[config.mk]
export PLATFORM = sky130hd
export DESIGN_NAME = clk_gate_ctrl
export DESIGN_NICKNAME = d
export VERILOG_FILES = /design/src/rtl/clk_gate_ctrl.sv
export SDC_FILE = /design/constraint.sdc
export NUM_CORES = 1
export LEC_CHECK = 0
export ABC_AREA = 0
export BUFFER_PORTS_ARGS = -buffer_cell sky130_fd_sc_hd__buf_2
export CAP_MARGIN = 20
export CORE_AREA = 10 10 47 49
export DETAILED_ROUTE_END_ITERATION = 8
export DIE_AREA = 0 0 57 59
export PLACE_DENSITY = 0.67
export SYNTH_ARGS = -nofsm -noshare
export SYNTH_HDL_FRONTEND = slang
export SYNTH_SLANG_ARGS = --single-unit
[constraint.sdc]
create_clock -name CLK -period 3.2 [get_ports CLK]
set_input_delay 0.96 -clock CLK [delete_from_list [all_inputs] [get_ports CLK]]
set_output_delay 0.96 -clock CLK [all_outputs]
set_load 0.01 [all_outputs]
[src/rtl/clk_gate_ctrl.sv]
// Enable controller for a clock gate cell: wakes the gated domain on request and gates it off after an idle timeout.
// Optional macro CLK_GATE_FORCE_EN adds a TEST_MODE input that forces CLK_EN high for scan/DFT.
module clk_gate_ctrl #(
  parameter int unsigned WAKE_CYCLES  = 2,
  parameter int unsigned IDLE_TIMEOUT = 8,
  parameter int unsigned CNT_W        = 4
) (
  input  logic       CLK,
  input  logic       RST,
  input  logic       REQ,
  input  logic       BUSY,
`ifdef CLK_GATE_FORCE_EN
  input  logic       TEST_MODE,
`endif
  output logic       CLK_EN,
  output logic       READY,
  output logic [1:0] CG_STATE
);

  typedef enum logic [1:0] {
    ST_OFF  = 2'b00,
    ST_WAKE = 2'b01,
    ST_ON   = 2'b10,
    ST_IDLE = 2'b11
  } state_e;

  localparam logic [CNT_W-1:0] WAKE_LAST = CNT_W'(WAKE_CYCLES - 1);
  localparam logic [CNT_W-1:0] IDLE_LAST = CNT_W'(IDLE_TIMEOUT - 1);
  localparam logic [CNT_W-1:0] CNT_MAX   = {CNT_W{1'b1}};

  state_e           state_q, state_d;
  logic [CNT_W-1:0] cnt_q, cnt_d;
  logic [CNT_W-1:0] cnt_inc;
  logic             clk_en_q, clk_en_d;
  logic             ready_q, ready_d;

  // Saturating increment of the shared wake/idle counter.
  assign cnt_inc = (cnt_q == CNT_MAX) ? cnt_q : cnt_q + CNT_W'(1);

  // Next-state logic; outputs are decoded from the next state so they register with it.
  always_comb begin
    state_d = state_q;
    cnt_d   = cnt_q;
    case (state_q)
      ST_OFF: begin
        if (REQ) begin
          state_d = ST_WAKE;
          cnt_d   = '0;
        end
      end
      ST_WAKE: begin
        if (cnt_q == WAKE_LAST) begin
          state_d = ST_ON;
          cnt_d   = '0;
        end else begin
          cnt_d = cnt_inc;
        end
      end
      ST_ON: begin
        if (!REQ && !BUSY) begin
          state_d = ST_IDLE;
          cnt_d   = '0;
        end
      end
      ST_IDLE: begin
        if (REQ || BUSY) begin
          state_d = ST_ON;
          cnt_d   = '0;
        end else if (cnt_q == IDLE_LAST) begin
          state_d = ST_OFF;
          cnt_d   = '0;
        end else begin
          cnt_d = cnt_inc;
        end
      end
      default: begin
        state_d = ST_OFF;
        cnt_d   = '0;
      end
    endcase
    clk_en_d = (state_d != ST_OFF);
    ready_d  = (state_d == ST_ON) || (state_d == ST_IDLE);
  end

  always_ff @(posedge CLK or negedge RST) begin
    if (!RST) begin
      state_q  <= ST_OFF;
      cnt_q    <= '0;
      clk_en_q <= 1'b0;
      ready_q  <= 1'b0;
    end else begin
      state_q  <= state_d;
      cnt_q    <= cnt_d;
      clk_en_q <= clk_en_d;
      ready_q  <= ready_d;
    end
  end

`ifdef CLK_GATE_FORCE_EN
  assign CLK_EN = clk_en_q | TEST_MODE;
`else
  assign CLK_EN = clk_en_q;
`endif
  assign READY    = ready_q;
  assign CG_STATE = state_q;

endmodule

# Word level (Yosys, flattened, before mapping)
# Cells that the tools add are included.
# word_totals
out_inout_bits	4
inputBits	4
reg_bits	8
# op_classes
n_eq_ne	10
reduce_logical	8
n_mux	13
addsub	1
# ops
operator	count
two-way mux 4 bit	6
one-hot mux 4 bit (4 select lines)	1
two-way mux 2 bit	5
== test 2 bit (second input constant)	4
one-hot mux 2 bit (4 select lines)	1
adder 4 x 1 -> 4 bit (second input constant)	1
== test 4 x 1 -> 1 bit (second input constant)	1
== test 4 x 3 -> 1 bit (second input constant)	1
== test 4 bit (second input constant)	1
inequality test 2 bit (second input constant)	2
== test 2 x 1 -> 1 bit (second input constant)	1
zero test 1 bit	2
zero test 2 bit	1
logical OR 1 bit	2
AND reduction 2 bit	1
nonzero test 2 bit	1
logical AND 1 bit	1

# Depth between registers and ports, before layout
# logic_depth
depth_word	6
mapped_depth	6
mapped_depth_nobuf	6

# Least setup slack after synthesis
# Ideal clock, no wire load.
# synth_timing
kind	input -> register
startpoint	input REQ
endpoint	register cnt_q[1]
stages	4
path_slack_ns	1.370
arrival_ns	1.761
setup_time_ns	0.069
path_buffers	0
path_cell_list	nor2b_2 o31ai_2 mux2_4 nor2_2
# synth_between
elab_chain_cells	4
word_cells_on_any_way	8
cone_classes	eq/ne: 2; mux: 2; reduce/logical: 4
# synth_lines
item	line_no	rtl
from (decl)	10	input logic REQ,
zero test 1 bit	60	if (!REQ && !BUSY) begin
logical AND 1 bit	60	
inequality test 2 bit (no line)	n/a	
AND reduction 2 bit (no line)	n/a	
to (signal assigned)	93	cnt_q <= cnt_d;
to (decl)	32	logic [CNT_W-1:0] cnt_q, cnt_d;
# Several ways; a longest one is shown, not always the timed one.
# A chain may end at the register's enable or synchronous reset.

# Worst setup path after layout
# layout_timing
startpoint	register state_q[0] (netlist: CG_STATE[0])
endpoint	output CG_STATE[0]
# layout_lines
item	line_no	rtl
from (decl)	31	state_e state_q, state_d;
from (signal assigned)	92	state_q <= state_d;
to (decl)	17	output logic [1:0] CG_STATE
# No word-level cell between the ends.

==> metrics.md <==
| Metric | Value |
|---|---|
| Post-synth net total | `56` |
| Num CTS Buffers | `3` |
| Critical path endpoint category | `primary output` |
| Post-route ant nets | `0` |
| Final hold vios | `0` |
| CP max FO | `12` |
| PwrDens | `418 nW/µm²` |
| Largest net degree at the start of global routing | `13` |
| Worst rel slew slack | `0.752` |
| Family with the most delay on the worst path | `flip-flops` |
| DRC errors left | `0` |
| Initial DRC count | `16` |
| Skew-Pair Late Insertion Delay | `~0.24 ns` |
| Antenna diodes | `0` |
| Routed wire length | `865 µm` |
| Crit path largest cell delay | `0.55 ns` |
| Antenna violations before repair | `0` |
| Port bufs | `7` |
| Number of global-route vias before repair | `about 350` |
| Routed met1 length | `391 µm` |
| Global-route wire length before repair | `1450 µm` |
| Setup TNS | `0 ns` |
| Synth Cell Area | `490 µm²` |
| Clock Skew | `0.00194 ns` |
| Pre-antenna DRT Iters | `4` |
| Post-Syn Area per Cell | `9.81 µm²` |
| Post-CTS setup buffer count | `0` |
| Placeable Area | `1400 µm²` |
| Crit start category | `register` |
| CTS tree | `built` |
| Period utilization | `0.611` |
| Max-capacitance violation count | `0` |
| Die X | `between 50 and 60 µm` |
| Max VDD drop | `0.146 mV` |
| Class of the worst hold path | `in -> async` |
| Distinct cells, synth | `32` |
| Layout area overhead | `9.44%` |
| Overall power | `224 µW` |
| Clock sink count | `7` |
| Crit path cell chain | `buf_2` |
| H-tree depth | `1` |
| Post-CTS sizing | `0` |
| Fmax | `between 500 and 600 MHz` |
| Buf/Inv on CP | `1` |
| Vias per Instance | `approximately 5.2` |
| Hpwl dp | `681 µm` |
| Clock Path Buffers | `2` |
| Worst slew pin tran | `around 0.37 ns` |
| Ports | `8` |
| Final global-route overflow total | `0` |
| Total track usage | `0.0533` |
| Wire length on met3 | `roughly 31 µm` |
| Final setup viols | `0` |
| Final max-slew violation count | `0` |
| Fill count | `151` |
| Multi-input gate area | `277 µm²` |
| Initial core utilization | `0.350` |
| Sequential share of the synthesized area | `0.357` |
| WP data required | `2.24 ns` |
| Warnings, synthesis | `0` |
| Synthesis-stage register bit count | `7` |
| Cells after Synth | `50` |
| Final #Nets | `64` |
| Status | `completed` |
| Die Span Y | `59 µm` |
| Register Area | `175 µm²` |
| Wire per inst | `11.8 µm` |
| LEAKAGE | `0.212 nW` |
| Met2 wire length | `429 µm` |
| CP arrival | `1.00 ns` |
| Final Wtd Congestion | `~0.83` |
| DR vias | `378` |
| Worst Setup Path Type | `reg -> out` |
| Top layer in use | `met4` |
| RSZ-0062 raised after global routing | `no` |
| Root cell of the clock tree | `clkbuf_4` |
| Clock Pin Slew Worst Setup and Hold Paths | `0.05 ns` |
| CP max stage cell | `dfrtp_1` |
| Post-layout min period | `1.96 ns` |
| Number of placement rows | `14` |
| Hold Buf Count CTS | `0` |
| DIE AREA | `between 3000 and 4000 µm²` |
| Layout cells sized above 1 | `0.316` |
-- logic make-up after synthesis --
family,after synthesis,share of synthesized area
buffers and inverters,5,0.0791
flip-flops,7,0.357
XOR/XNOR,1,0.0179
adder cells (fa/ha/maj),2,0.0510
multiplexers,1,0.0306
AND/OR/NAND/NOR,24,0.309
AO/OA/AOI/OAI,10,0.156
-- where the power goes --
| group | total (mW) | internal [mW] | leakage [nW] | switching [mW] |
|---|---|---|---|---|
| Combinational | 0.0429 | 0.0216 | 0.112 | 0.0213 |
| Sequential | 0.105 | 0.0947 | 0.0845 | 0.0104 |
| Clock | 0.0761 | 0.0473 | 0.0150 | 0.0288 |
-- cell type report --
class                      count  share of cell area
timing repair buffer           7              0.0653
multi-input combinational     38               0.515
inverter                       1             0.00699
clock buffer                   4              0.0490
sequential                     7               0.326
tap                           16              0.0373
-- sequential cells by signal, indices dropped and copies added (netlist names) --
register,cells
cnt_q,4
CG_STATE,1
READY,1
CLK_EN,1
-- cells in the mapped netlist, drive strengths merged --
| cell type | instances | area (µm²) |
|---|---|---|
| inv | 1 | 3.75 |
| and3 | 1 | 6.26 |
| nand3b | 1 | 7.51 |
| xor2 | 1 | 8.76 |
| o2bb2ai | 1 | 8.76 |
| nor3b | 2 | 26.3 |
| dfrtp | 7 | 175 |
| nor3 | 1 | 10.0 |
| nor2b | 1 | 8.76 |
| nand4b | 1 | 8.76 |
| a22o | 1 | 10.0 |
| nand2 | 1 | 3.75 |
| nand2b | 1 | 6.26 |
| nor2 | 9 | 36.3 |
| mux2 | 1 | 15.0 |
| or2 | 1 | 6.26 |
| a32oi | 1 | 8.76 |
| ha | 2 | 25.0 |
| buf | 4 | 35.0 |
| nor4 | 2 | 12.5 |
| nor4b | 1 | 8.76 |
| o21bai | 1 | 7.51 |
| a21oi | 1 | 5.00 |
| nand3 | 2 | 10.0 |
| o21ai | 2 | 10.0 |
| o31ai | 2 | 20.0 |
| a31oi | 1 | 6.26 |
-- placed cells by master, fill, tap and decap left out, types with 2 or more instances in the layout --
| cell | count |
|---|---|
| o21ai_0 | 2 |
| clkbuf_4 | 3 |
| nand3_1 | 2 |
| nor2_1 | 8 |
| dfrtp_1 | 7 |
| buf_2 | 7 |
| nor4_1 | 2 |
| ha_1 | 2 |
-- path summary, 6_finish.rpt --
check	startpoint	cells past startpoint	to	slack, ns
setup / recovery	CG_STATE[0]	1	CG_STATE[0]	1.24
hold / removal	RST	1	READY	0.53
setup reg to reg	cnt_q[0]	5	cnt_q[3]	1.60
hold reg to reg	cnt_q[2]	2	cnt_q[2]	0.66
max in group asynchronous	RST	1	cnt_q[0]	2.52
min in group CLK	cnt_q[2]	2	cnt_q[2]	0.66
-- per-layer routing --
metal  GRT usage  vias up
li1            -      193
met1      0.0611      167
met2      0.0791       16
met3      0.0129        2
met4      0.0503        0
met5           0        -
-- stage by stage --
step | instances | util | instance area, µm² | setup WS [ns] | hold WS, ns
2_1_floorplan | 50 | - | 490 | 1.37 | 0.574
3_3_place_gp | 69 | 0.364 | 510 | 1.15 | 0.623
3_5_place_dp | 69 | 0.364 | 510 | 1.14 | 0.637
4_1_cts | 73 | 0.383 | 537 | 1.24 | 0.536
5_1_grt | 73 | 0.383 | 537 | 1.19 | 0.537
6_report | 73 | 0.383 | 537 | 1.24 | 0.533
Note: power is estimated with default switching activity, not from simulation.
